**config.mk**
```make
export PLATFORM = sky130hd
export DESIGN_NAME = mem_arbiter_flat
export DESIGN_NICKNAME = d
export VERILOG_FILES = /design/src/rtl/mem_arbiter_pkg.sv /design/src/rtl/mem_arbiter_if.sv /design/src/rtl/mem_arb_fair_cnt.sv /design/src/rtl/mem_arbiter.sv /design/src/flat_wrapper.sv
export SDC_FILE = /design/constraint.sdc
export NUM_CORES = 1
export LEC_CHECK = 0
export ABC_AREA = 1
export CAP_MARGIN = 20
export CORE_AREA = 8 8 131 133
export CTS_CLUSTER_SIZE = 10
export DETAILED_ROUTE_END_ITERATION = 10
export DIE_AREA = 0 0 139 141
export GPL_ROUTABILITY_DRIVEN = 0
export GPL_TIMING_DRIVEN = 0
export PLACE_DENSITY = 0.76
export SYNTH_ARGS = -nofsm -noshare
export SYNTH_HDL_FRONTEND = slang
export SYNTH_SLANG_ARGS = --single-unit
```
**constraint.sdc**
```tcl
create_clock -name clk -period 1.5 [get_ports clk]
set_clock_uncertainty 0.15 [all_clocks]
set_input_delay 0.3 -clock clk [delete_from_list [all_inputs] [get_ports clk]]
set_output_delay 0.3 -clock clk [all_outputs]
set_load 0.02 [all_outputs]
```
**src/rtl/mem_arbiter_pkg.sv**
```systemverilog
// Shared types and helpers for the unified instruction/data memory arbiter.
package mem_arbiter_pkg;

    // Mirrors the global ADDR_SIZE / INSTR_SIZE widths (buses are SIZE+1 wide).
    localparam int unsigned ADDR_SIZE  = 31;
    localparam int unsigned INSTR_SIZE = 31;
    localparam int unsigned ADDR_W     = ADDR_SIZE + 1;
    localparam int unsigned DATA_W     = INSTR_SIZE + 1;

    typedef logic [ADDR_W-1:0] addr_t;
    typedef logic [DATA_W-1:0] word_t;

    typedef enum logic [1:0] {
        MA_IDLE   = 2'd0,
        MA_I_BUSY = 2'd1,
        MA_D_BUSY = 2'd2,
        MA_I_DROP = 2'd3
    } ma_state_e;

    // Data has priority unless the instruction port has already waited out
    // its allowance of consecutive data grants.
    function automatic ma_state_e pick_grant(input logic i_req,
                                             input logic d_req,
                                             input logic at_limit);
        ma_state_e g;
        g = MA_IDLE;
        if (d_req && !(i_req && at_limit)) begin
            g = MA_D_BUSY;
        end else if (i_req) begin
            g = MA_I_BUSY;
        end
        return g;
    endfunction

endpackage

```
**src/rtl/mem_arbiter_if.sv**
```systemverilog
// Requester and memory-side signals of the arbiter, bundled as one interface.
interface mem_arbiter_if;
    import mem_arbiter_pkg::*;

    // fetch stage
    addr_t i_rd_addr;
    logic  i_rd_enable;
    word_t i_rd_data;
    logic  i_rd_ready;
    // memory stage
    addr_t d_addr;
    word_t d_wdata;
    logic  d_we;
    logic  d_enable;
    word_t d_rdata;
    logic  d_ready;
    // memory model
    addr_t mem_addr;
    word_t mem_wdata;
    logic  mem_we;
    logic  mem_req;
    word_t mem_rdata;
    logic  mem_ack;

    // Arbiter side.
    modport slave (
        input  i_rd_addr, i_rd_enable, d_addr, d_wdata, d_we, d_enable,
               mem_rdata, mem_ack,
        output i_rd_data, i_rd_ready, d_rdata, d_ready,
               mem_addr, mem_wdata, mem_we, mem_req
    );

    // Environment side: both requesters plus the memory model.
    modport master (
        output i_rd_addr, i_rd_enable, d_addr, d_wdata, d_we, d_enable,
               mem_rdata, mem_ack,
        input  i_rd_data, i_rd_ready, d_rdata, d_ready,
               mem_addr, mem_wdata, mem_we, mem_req
    );

endinterface

```
**src/rtl/mem_arb_fair_cnt.sv**
```systemverilog
// Saturating count of data grants issued while an instruction request waits.
module mem_arb_fair_cnt #(
    parameter int unsigned FAIR_LIMIT = 4,
    parameter int unsigned CNT_W      = 3
) (
    input  logic clk,
    input  logic reset,
    input  logic inc,
    input  logic clr,
    output logic at_limit
);

    localparam logic [CNT_W-1:0] LIMIT_C = CNT_W'(FAIR_LIMIT);

    logic [CNT_W-1:0] cnt_q;
    logic [CNT_W-1:0] cnt_d;

    assign at_limit = (cnt_q == LIMIT_C);

    // Next count: clear wins, increment stops at the limit.
    always_comb begin
        cnt_d = cnt_q;
        if (clr) begin
            cnt_d = '0;
        end else if (inc && !at_limit) begin
            cnt_d = cnt_q + CNT_W'(1);
        end
    end

    // Count register.
    always_ff @(posedge clk) begin
        if (reset) begin
            cnt_q <= '0;
        end else begin
            cnt_q <= cnt_d;
        end
    end

endmodule

```
**src/rtl/mem_arbiter.sv**
```systemverilog
// Single-port memory arbiter: fetch reads vs. data loads/stores, one
// transaction at a time, data priority with an instruction starvation limit.
module mem_arbiter
    import mem_arbiter_pkg::*;
#(
    parameter int unsigned FAIR_LIMIT = 4,
    parameter int unsigned CNT_W      = 3
) (
    input  logic         clk,
    input  logic         reset,
    mem_arbiter_if.slave bus
);

    ma_state_e state_q, state_d;
    ma_state_e gnt;
    addr_t     mem_addr_q, mem_addr_d;
    word_t     mem_wdata_q, mem_wdata_d;
    logic      mem_we_q, mem_we_d;
    logic      mem_req_q, mem_req_d;
    word_t     i_rd_data_q, i_rd_data_d;
    word_t     d_rdata_q, d_rdata_d;
    logic      i_rd_ready_q, i_rd_ready_d;
    logic      d_ready_q, d_ready_d;
    logic      cnt_inc, cnt_clr, at_limit;

    mem_arb_fair_cnt #(
        .FAIR_LIMIT (FAIR_LIMIT),
        .CNT_W      (CNT_W)
    ) u_fair_cnt (
        .clk      (clk),
        .reset    (reset),
        .inc      (cnt_inc),
        .clr      (cnt_clr),
        .at_limit (at_limit)
    );

    // Arbitration, bus latching and completion handling.
    always_comb begin
        state_d      = state_q;
        mem_addr_d   = mem_addr_q;
        mem_wdata_d  = mem_wdata_q;
        mem_we_d     = mem_we_q;
        mem_req_d    = mem_req_q;
        i_rd_data_d  = i_rd_data_q;
        d_rdata_d    = d_rdata_q;
        i_rd_ready_d = 1'b0;
        d_ready_d    = 1'b0;
        cnt_inc      = 1'b0;
        cnt_clr      = 1'b0;
        gnt          = MA_IDLE;

        case (state_q)
            MA_IDLE: begin
                if (!bus.i_rd_enable) begin
                    cnt_clr = 1'b1;
                end
                gnt = pick_grant(bus.i_rd_enable, bus.d_enable, at_limit);
                case (gnt)
                    MA_D_BUSY: begin
                        state_d     = MA_D_BUSY;
                        mem_addr_d  = bus.d_addr;
                        mem_wdata_d = bus.d_wdata;
                        mem_we_d    = bus.d_we;
                        mem_req_d   = 1'b1;
                        cnt_inc     = bus.i_rd_enable;
                    end
                    MA_I_BUSY: begin
                        state_d    = MA_I_BUSY;
                        mem_addr_d = bus.i_rd_addr;
                        mem_we_d   = 1'b0;
                        mem_req_d  = 1'b1;
                        cnt_clr    = 1'b1;
                    end
                    default: ;
                endcase
            end
            MA_I_BUSY: begin
                // A withdrawal seen together with the ack still discards the data.
                if (bus.mem_ack) begin
                    state_d   = MA_IDLE;
                    mem_req_d = 1'b0;
                    if (bus.i_rd_enable) begin
                        i_rd_ready_d = 1'b1;
                        i_rd_data_d  = bus.mem_rdata;
                    end
                end else if (!bus.i_rd_enable) begin
                    state_d = MA_I_DROP;
                end
            end
            MA_I_DROP: begin
                if (bus.mem_ack) begin
                    state_d   = MA_IDLE;
                    mem_req_d = 1'b0;
                end
            end
            MA_D_BUSY: begin
                if (bus.mem_ack) begin
                    state_d   = MA_IDLE;
                    mem_req_d = 1'b0;
                    d_ready_d = 1'b1;
                    if (!mem_we_q) begin
                        d_rdata_d = bus.mem_rdata;
                    end
                end
            end
            default: state_d = MA_IDLE;
        endcase
    end

    // State and datapath registers; reset abandons any transaction in flight.
    always_ff @(posedge clk) begin
        if (reset) begin
            state_q      <= MA_IDLE;
            mem_addr_q   <= '0;
            mem_wdata_q  <= '0;
            mem_we_q     <= 1'b0;
            mem_req_q    <= 1'b0;
            i_rd_data_q  <= '0;
            d_rdata_q    <= '0;
            i_rd_ready_q <= 1'b0;
            d_ready_q    <= 1'b0;
        end else begin
            state_q      <= state_d;
            mem_addr_q   <= mem_addr_d;
            mem_wdata_q  <= mem_wdata_d;
            mem_we_q     <= mem_we_d;
            mem_req_q    <= mem_req_d;
            i_rd_data_q  <= i_rd_data_d;
            d_rdata_q    <= d_rdata_d;
            i_rd_ready_q <= i_rd_ready_d;
            d_ready_q    <= d_ready_d;
        end
    end

`ifdef SIMULATE
    // Flag a data requester that withdraws mid-transaction; completion still proceeds.
    always_ff @(posedge clk) begin
        if (!reset && state_q == MA_D_BUSY && !bus.d_enable) begin
            $display("mem_arbiter: warning: d_enable dropped during data transaction at %0t", $time);
        end
    end
`endif

    assign bus.mem_addr   = mem_addr_q;
    assign bus.mem_wdata  = mem_wdata_q;
    assign bus.mem_we     = mem_we_q;
    assign bus.mem_req    = mem_req_q;
    assign bus.i_rd_data  = i_rd_data_q;
    assign bus.d_rdata    = d_rdata_q;
    assign bus.i_rd_ready = i_rd_ready_q;
    assign bus.d_ready    = d_ready_q;

endmodule

```
**src/flat_wrapper.sv**
```systemverilog
// flat-port wrapper written by rule: the top's interface ports become plain ports
module mem_arbiter_flat import mem_arbiter_pkg::*;
#(
    parameter int unsigned FAIR_LIMIT = 4,
    parameter int unsigned CNT_W      = 3
)
  (clk, reset, bus_i_rd_addr, bus_i_rd_enable, bus_d_addr, bus_d_wdata, bus_d_we, bus_d_enable, bus_mem_rdata, bus_mem_ack, bus_i_rd_data, bus_i_rd_ready, bus_d_rdata, bus_d_ready, bus_mem_addr, bus_mem_wdata, bus_mem_we, bus_mem_req);
  mem_arbiter_if bus_i ();
  input  logic clk;
  input  logic reset;
  input wire logic [$bits(bus_i.i_rd_addr)-1:0] bus_i_rd_addr;
  input wire logic [$bits(bus_i.i_rd_enable)-1:0] bus_i_rd_enable;
  input wire logic [$bits(bus_i.d_addr)-1:0] bus_d_addr;
  input wire logic [$bits(bus_i.d_wdata)-1:0] bus_d_wdata;
  input wire logic [$bits(bus_i.d_we)-1:0] bus_d_we;
  input wire logic [$bits(bus_i.d_enable)-1:0] bus_d_enable;
  input wire logic [$bits(bus_i.mem_rdata)-1:0] bus_mem_rdata;
  input wire logic [$bits(bus_i.mem_ack)-1:0] bus_mem_ack;
  output wire logic [$bits(bus_i.i_rd_data)-1:0] bus_i_rd_data;
  output wire logic [$bits(bus_i.i_rd_ready)-1:0] bus_i_rd_ready;
  output wire logic [$bits(bus_i.d_rdata)-1:0] bus_d_rdata;
  output wire logic [$bits(bus_i.d_ready)-1:0] bus_d_ready;
  output wire logic [$bits(bus_i.mem_addr)-1:0] bus_mem_addr;
  output wire logic [$bits(bus_i.mem_wdata)-1:0] bus_mem_wdata;
  output wire logic [$bits(bus_i.mem_we)-1:0] bus_mem_we;
  output wire logic [$bits(bus_i.mem_req)-1:0] bus_mem_req;
  assign bus_i.i_rd_addr = bus_i_rd_addr;
  assign bus_i.i_rd_enable = bus_i_rd_enable;
  assign bus_i.d_addr = bus_d_addr;
  assign bus_i.d_wdata = bus_d_wdata;
  assign bus_i.d_we = bus_d_we;
  assign bus_i.d_enable = bus_d_enable;
  assign bus_i.mem_rdata = bus_mem_rdata;
  assign bus_i.mem_ack = bus_mem_ack;
  assign bus_i_rd_data = bus_i.i_rd_data;
  assign bus_i_rd_ready = bus_i.i_rd_ready;
  assign bus_d_rdata = bus_i.d_rdata;
  assign bus_d_ready = bus_i.d_ready;
  assign bus_mem_addr = bus_i.mem_addr;
  assign bus_mem_wdata = bus_i.mem_wdata;
  assign bus_mem_we = bus_i.mem_we;
  assign bus_mem_req = bus_i.mem_req;
  mem_arbiter #(.FAIR_LIMIT(FAIR_LIMIT), .CNT_W(CNT_W)) u_core (.clk(clk), .reset(reset), .bus(bus_i));
endmodule
```
## Word-level counts from Yosys, hierarchy flattened

Index checks and enable logic that the tools add are counted.

| cells by class | value |
|---|---|
| add/subtract/negate cells | 1 |
| equality and inequality tests | 11 |
| muxes and demuxes | 20 |
| bitwise gates (word level) | 4 |
| reduce and logical (&&, ||, !) cells | 19 |

Operators with widths:

| kind | number |
|---|---|
| $pmux W32 S2 | 1 |
| $mux W1 | 10 |
| $mux W2 | 5 |
| $reduce_and A3 Y1 | 3 |
| $reduce_or A2 Y1 | 4 |
| $eq A2 B2 Y1 const B | 3 |
| $ne A3 B3 Y1 const B | 2 |
| $pmux W2 S3 | 1 |
| $reduce_and A2 Y1 | 3 |
| $reduce_or A3 Y1 | 2 |
| $eq A2 B1 Y1 const B | 2 |
| $ne A2 B1 Y1 const B | 2 |
| $not A1 Y1 | 4 |
| $pmux W1 S2 | 2 |
| $pmux W2 S2 | 1 |
| $add A3 B1 Y3 const B | 1 |
| $eq A3 B3 Y1 const B | 1 |
| $logic_and A1 B1 Y1 | 3 |
| $logic_not A1 Y1 | 2 |
| $logic_not A2 Y1 | 1 |
| $ne A2 B2 Y1 const B | 1 |
| $reduce_bool A2 Y1 | 1 |

| storage, ports and cells | value |
|---|---|
| bits in registers | 137 |
| output and inout bits | 132 |

## Depth between registers and ports, before layout

Gate-level depths: netlist of run 1.

| depth | value |
|---|---|
| word-level depth | 10 |
| mapped depth | 11 |
| mapped depth without buffers | 10 |

## Hierarchy

A second synthesis of run 1 with hierarchy kept.

| second synthesis, totals | value |
|---|---|
| cell total of the unflattened synthesis | 768 |
| area total of the unflattened synthesis | 5407.7 µm² |

By module, submodules not included:

| module | times used | cells each | area each (µm²) | sequential area each (µm²) |
|---|---|---|---|---|
| mem_arbiter | 1 | 741 | 5232.5 | 2682.6 |
| mem_arb_fair_cnt | 1 | 27 | 175.2 | 60.1 |

## Worst setup path after synthesis of run 1

Ideal clock, no wire load.

| timing | value |
|---|---|
| kind | register -> register |
| from | reg u_core.u_fair_cnt.cnt_q[0] |
| to | reg u_core.mem_wdata_q[10], in the netlist u_core.bus.mem_wdata[10] |
| setup time | 0.116 ns |
| arrival time | 1.325 ns |
| required time | 1.234 ns |
| setup slack | -0.090 ns |
| stages on the path, launching flop included | 12 |
| clock period less this slack | 1.590 ns |
| path through | dfxtp_1 -> inv_1 -> ha_1 -> nand2_1 -> inv_1 -> nand2_1 -> nand2_1 -> nor2_4 -> inv_1 -> buf_6 -> nor2_1 -> nor2_1 |

| on the way | value |
|---|---|
| longest elaborated chain between the ends | 8 |

RTL lines:

| element | line | text |
|---|---|---|
| start: declaration | mem_arb_fair_cnt.sv:15 | `logic [CNT_W-1:0] cnt_q;` |
| start signal: assignment | mem_arb_fair_cnt.sv:35 | `cnt_q <= cnt_d;` |
| $eq A3 B3 Y1 | mem_arb_fair_cnt.sv:18 | `assign at_limit = (cnt_q == LIMIT_C);` |
| $logic_and A1 B1 Y1 | mem_arbiter_pkg.sv:27 | `if (d_req && !(i_req && at_limit)) begin` |
| $logic_not A1 Y1 | mem_arbiter_pkg.sv:27 |  |
| $logic_and A1 B1 Y1 | mem_arbiter_pkg.sv:27 |  |
| $mux W2 | mem_arbiter_pkg.sv:27 |  |
| $mux W2 | mem_arbiter.sv:52 | `case (state_q)` |
| $eq A2 B2 Y1 | mem_arbiter.sv:58 | `case (gnt)` |
| $reduce_and A2 Y1 (no source line) | n/a |  |
| end signal: assignment | mem_arbiter.sv:125 | `mem_wdata_q <= mem_wdata_d;` |
| end: declaration | mem_arbiter.sv:17 | `word_t mem_wdata_q, mem_wdata_d;` |

Every way passes these cells. The select of a mux whose other input is x is not followed.
A chain may end at the register's enable or synchronous reset.

## Final worst setup path of run 1

| timing | value |
|---|---|
| from | reg u_core.u_fair_cnt.cnt_q[1] |
| to | reg u_core.mem_wdata_q[9], in the netlist u_core.bus.mem_wdata[9] |

The elaborated chain is that of the path after synthesis.

==> flow_summary.ini, run 1 <==
[run_status]
outcome = complete, but fails checks
violations = setup timing

[logic_synthesis]
synth_cell_types = 25
ys.flop_type = dfxtp_1
seq_area_frac_synth_pct = 50.2
synth_edf_count = 0
synth_nets = 895
synth-compound-area-share_pct = 12.9
synthAdderAreaFrac_pct = 0.458
syn_inst = 759
synthXorXnorAreaFrac_pct = 0.160
synthArstFlopShare_pct = 0
syn_area_sq_um = 5470
ys_warn_count = 0
ys_ff_latch = 137
synth-simple-area-share_pct = 26.1
syn_avg_cell_area_sq_um = 7.20
synthMuxAreaShare_pct = 0
synth_top_family_by_area = simple AND/OR/NAND/NOR gates

[routing]
drc_errors = 0
num_vias = 6026
dr.first_iter.drc_count = 219
ant_nets = 0
wl_per_cell_microns = 16.2
routed_wl_mm = 20.6
drtPass1Iterations = 4
viasPerCell = 4.73

[layout]
fill_cells = 1335
mostFrequentLayoutCell = nor2_1
layout-drive-gt1-share_pct = 32.9
synthToLayoutAreaGrowth_pct = 74.4
final_cell_mix = nor2_1, clkdlybuf4s50_1, dfxtp_1, buf_2, nand2_1
nets = 1210
diodes = 0

[power_and_ir_drop]
max-vdd-ir-drop_uv = 771
combPwrFrac_pct = 27.0
power.total_uw = 11400
switching_share_pct = 31.0
p_leak_uw = 0.00452
power_frac_seq_pct = 36.8
power.density_nw_per_um2 = 1200
p_switching_uw = 3540
p_int_uw = 7870
power_frac_clock_pct = 36.2

[sta]
maxSlewViolCount = 0
hold_viol = 0
rsz0062_at_grt = true
period_minus_slack_ps = 1680
finalSetupTns_ps = -8500
fmax_mhz = 597
worstMarginPinSlew_ps = 532
timing.slew.headroom_pct = 64.6
setup_slack_ps = -176
post-route-period-util_pct = 112
holdWs_ps = 288
setup_violations = 66

[clock_network]
insertion_delay_ps = 410
clock-sinks = 137
cts_buffer_depth = 2
cts_tree = done
numCtsBuffers = 17
path_clk_slew_ps = 60
cts_root_buffer = clkbuf_16
htree_levels = 4

[global_route]
antenna_found_initial = 1
grt_pass1_wl_mm = 30.2
grt_pass1_vias = 5706
grtUsageTotal_pct = 19.4
grt.overflow.total = 0
grt_max_degree = 17

[placement]
port-buffer-count = 265
dpl.hpwl_mm = 14.0

[run]
cap_violations = 0

[floorplan]
die_h_microns = 141
start_util_pct = 36.5
core-area_sq_um = 15000
dieArea_sq_um = 19600
die_width_microns = 139
io_pins = 266
row_count = 45

[setup_path]
worst_path_largest_cell_delay_ps = 340
critPathMaxFanout = 10
cp_slowest_cell = dfxtp_2
cp-end-kind = flip-flop
cp_data_arrival_time_ps = 1880
worst_ep_required_time_ps = 1700
cp-start-kind = flip-flop
crit_chain = inv_2 -> ha_4 -> nand2_4 -> inv_2 -> nand2_2 -> nand2_2 -> nor2_4 -> buf_4 -> buf_6 -> o21ai_0 -> nor2_1
crit_type = flip-flop to flip-flop

[hold_path]
worstHoldPathType = flip-flop to flip-flop
==> critical path: cells and delay by family, from the launching register on <==
kind,cells,cell delay [ps]
buffers and inverters,4,380
and+or+nand+nor,5,510
DFF,1,340
adders and majority gates,1,160
AOI/OAI and AO/OA,1,80
==> metal layers <==
| metal | GRT usage [%] | share of wire (%) |
|---|---|---|
| met4 | 7.39 | 2.8 |
| met5 | 0 | 0.039 |
| met3 | 7.16 | 7.8 |
| met2 | 33.1 | 49 |
| met1 | 21.7 | 40 |
==> synth_stat cells (2+ instances only) <==
| master | number | share of area [%] |
|---|---|---|
| a21oi_1 | 36 | 3.3 |
| a21oi_2 | 2 | 0.32 |
| buf_2 | 9 | 0.82 |
| buf_4 | 3 | 0.41 |
| buf_6 | 9 | 1.9 |
| clkbuf_1 | 23 | 1.6 |
| dfxtp_1 | 137 | 50 |
| ha_1 | 2 | 0.46 |
| inv_1 | 77 | 5.3 |
| inv_2 | 3 | 0.21 |
| nand2_1 | 116 | 8.0 |
| nand3_1 | 33 | 3.0 |
| nor2_1 | 199 | 14 |
| nor2_4 | 3 | 0.62 |
| o21ai_0 | 94 | 8.6 |
| o21ai_1 | 4 | 0.37 |
==> power by group through the flow <==
stage / logic, uW / registers [uW] / clock network (uW)
2_1_floorplan: 904 / 4670 / 0
3_3_place_gp: 2630 / 4240 / 0
3_5_place_dp: 2650 / 4260 / 0
4_1_cts: 2690 / 4180 / 4210
5_1_grt: 3320 / 4240 / 4370
6_report: 3080 / 4200 / 4130
==> final timing paths <==
| kind | start | end | slack, ps | cells past startpoint |
|---|---|---|---|---|
| setup / recovery | u_core.u_fair_cnt.cnt_q[1] | u_core.bus.mem_wdata[9] | -180 | 11 |
| hold / removal | u_core.bus.d_rdata[31] | u_core.bus.d_rdata[31] | 290 | 2 |
| setup reg to reg | u_core.u_fair_cnt.cnt_q[1] | u_core.bus.mem_wdata[9] | -180 | 11 |
| hold reg to reg | u_core.bus.d_rdata[31] | u_core.bus.d_rdata[31] | 290 | 2 |
==> state kept, by name, summed over array words and instances (netlist names) <==
register,flops
u_core.bus.d_rdata,32
u_core.u_fair_cnt.cnt_q,3
u_core.bus.mem_addr,32
u_core.bus.mem_wdata,32
u_core.bus.mem_we,1
u_core.bus.d_ready,1
u_core.bus.mem_req,1
u_core.state_q,2
u_core.bus.i_rd_ready,1
u_core.bus.i_rd_data,32
==> cells by family after synthesis <==
logic type               after synthesis
XOR/XNOR                               1
adder cells (fa/ha/maj)                2
AND/OR/NAND/NOR                      356
buffers and inverters                125
AO/OA/AOI/OAI                        138
flip-flops                           137
==> cell type report <==
type                    instances  area, sq um  share of cell area [%]
well taps                     188          235                    2.47
multi-input cells             497         2620                    27.4
clock buffers                  18          429                    4.50
plain buffers                  45          447                    4.69
repair buffers                296         2580                    27.1
flip-flops and latches        137         2750                    28.9
clock inverters                14          146                    1.54
inverters                      80          325                    3.41
==> timing repair <==
item                                    4_1_cts  5_1_grt
hold buffers                                  0        0
gates resized for setup                     497      260
setup buffers                                 7        9
endpoints found under the setup margin      266      222
pin swaps                                     9       49
cloned                                        5       11
==> stage by stage <==
| stage | util, % | instances | setup WS (ps) | instance area (sq um) |
|---|---|---|---|---|
| 2_1_floorplan | - | 759 | -22.2 | 5470 |
| 3_3_place_gp | 55.8 | 1212 | -815 | 8360 |
| 3_5_place_dp | 55.8 | 1212 | -797 | 8360 |
| 4_1_cts | 62.2 | 1256 | -167 | 9310 |
| 5_1_grt | 63.6 | 1275 | -276 | 9530 |
| 6_report | 63.6 | 1275 | -176 | 9530 |
No activity file was read; power rests on OpenSTA's default activity.
==> run 2, diff against run 1 <==
--- a/config.mk
+++ b/config.mk
@@ -7,10 +7,9 @@
 export LEC_CHECK = 0
 export ABC_AREA = 1
 export CAP_MARGIN = 20
-export CORE_AREA = 8 8 131 133
-export CTS_CLUSTER_SIZE = 10
+export CORE_AREA = 2 2 125 127
 export DETAILED_ROUTE_END_ITERATION = 10
-export DIE_AREA = 0 0 139 141
+export DIE_AREA = 0 0 127 129
 export GPL_ROUTABILITY_DRIVEN = 0
 export GPL_TIMING_DRIVEN = 0
 export PLACE_DENSITY = 0.76
==> flow_summary.ini, run 2 (same netlist as run 1, synthesis figures left out) <==
[power_and_ir_drop]
p_int_uw = 7540
p_leak_uw = 0.00424
max-vdd-ir-drop_uv = 762
power.density_nw_per_um2 = 1180
switching_share_pct = 30.9
combPwrFrac_pct = 24.9
power_frac_clock_pct = 36.8
p_switching_uw = 3370
power_frac_seq_pct = 38.3

[global_route]
grt_max_degree = 17
grtUsageMet2_pct = 35.8
grtUsageTotal_pct = 20.7
grt.overflow.total = 0
grt_pass1_vias = 5429
grtUsageMet1_pct = 24.4
grt.met3_usage_pct = 6.32
antenna_found_initial = 0
grt.busiest_layer = met2
grt_pass1_wl_mm = 27.1

[floorplan]
dieArea_sq_um = 16400
io_pins = 266
start_util_pct = 36.5
row_count = 45
die_width_microns = 127
die_h_microns = 129
core-area_sq_um = 15000

[hold_path]
worstHoldPathType = input pin to flip-flop
min-delay-start = bus_mem_ack

[setup_path]
critPathMaxFanout = 8
crit_start = u_core.u_fair_cnt.cnt_q[1]
r2r-start = u_core.u_fair_cnt.cnt_q[1]
worst_ep_required_time_ps = 1640
crit_type = flip-flop to flip-flop
cp-end-kind = flip-flop
reg2reg_slack_ps = -130
cp-start-kind = flip-flop
cp_data_arrival_time_ps = 1770

[routing]
ant_nets = 0
viasPerCell = 4.64
drtPass1Iterations = 4
drc_errors = 0
dr.first_iter.drc_count = 322
routed_wl_mm = 17.5
num_vias = 5847
wl_per_cell_microns = 13.9

[sta]
worstMarginPinSlew_ps = 530
setup_violations = 67
holdWs_ps = 118
rsz0062_at_grt = true
fmax_mhz = 615
hold_viol = 0
post-route-period-util_pct = 108
timing.slew.headroom_pct = 64.6
period_minus_slack_ps = 1630
maxSlewViolCount = 0
finalSetupTns_ps = -5220
setup_slack_ps = -127

[layout]
register_area_sq_um = 2750
layout-drive-gt1-share_pct = 27.8
synthToLayoutAreaGrowth_pct = 69.0
fill_cells = 1351
mostFrequentLayoutCell = nor2_1
nets = 1196
multi_input_area_sq_um = 2410
final_cell_mix = nor2_1, dfxtp_1, clkdlybuf4s50_1, nand2_1, o21ai_0
fin_cells = 1261
diodes = 0

[run_status]
outcome = complete, but fails checks
violations = setup timing

[clock_network]
htree_levels = 4
cts_buffer_depth = 2
cts_root_buffer = clkbuf_16
insertion_delay_ps = 410
ctsHoldBuffers = 0
numCtsBuffers = 17
clock-sinks = 137
path_clk_slew_ps = 60
cts_tree = done

[run]
cap_violations = 0

[placement]
dpl.hpwl_mm = 12.4
port-buffer-count = 265
dp.cells = 1212
post-place-ws_ps = -773
-- run 2: cell count changes in the layout (fill, tap and decap cells not counted), sizes merged, moves of 2 or more --
cell           before  now
buf               161   91
clkdlybuf4s15      22   63
clkbuf             43   58
clkinvlp            3    1
inv                82   84
-- run 2: cell type report --
| cell class | count | share of cell area (%) |
|---|---|---|
| buffer | 45 | 4.07 |
| clock buffer | 18 | 4.65 |
| clock inverter | 14 | 1.53 |
| inverter | 80 | 3.44 |
| multi-input combinational | 497 | 26.2 |
| sequential | 137 | 29.8 |
| tap | 188 | 2.55 |
| timing repair buffer | 282 | 27.8 |
-- run 2: per-layer routing --
layer	vias to the layer above	wire, microns
met2	214	8630
met3	32	1340
li1	2967	-
met1	2634	7170
met5	-	0
met4	0	401
-- run 2: timing repair --
action                                  4_1_cts  5_1_grt
gates cloned                                  4        2
endpoints found under the setup margin      268      198
setup buffers                                10        2
pin swaps                                    12       12
resized for setup                           476      140
-- run 2: metrics by stage --
stage / utilization, % / cell area [sq um] / power (uW)
finish: 61.7 / 9230 / 10900
global route: 61.7 / 9230 / 11400
CTS: 62.7 / 9390 / 11000
detailed placement: 55.8 / 8360 / 6880
global placement: 55.8 / 8360 / 6850
floorplan: - / 5470 / 5570
-- run 2: critical path: stages (launching register included) --
cell and delay [ps]:
dfxtp_2 340, inv_2 50, ha_4 160, nand2_4 80
inv_2 50, nand2_2 50, nand2_2 60, nor2_4 130
buf_12 150, inv_12 50, buf_6 120, nor2_2 90
nor2_1 50
-- run 2: path summary, 6_finish.rpt --
path | depth (start not counted) | to
max | 12 | u_core.bus.mem_wdata[10]
min | 3 | u_core.bus.d_ready
max reg2reg | 12 | u_core.bus.mem_wdata[10]
min reg2reg | 2 | u_core.bus.d_rdata[3]
-- run 2: power by group through the flow --
stage	Combinational [uW]	Sequential (uW)	Clock, uW
floorplan	904	4670	0
global placement	2610	4240	0
detailed placement	2630	4250	0
CTS	2720	4180	4100
global route	2960	4220	4230
finish	2720	4180	4010
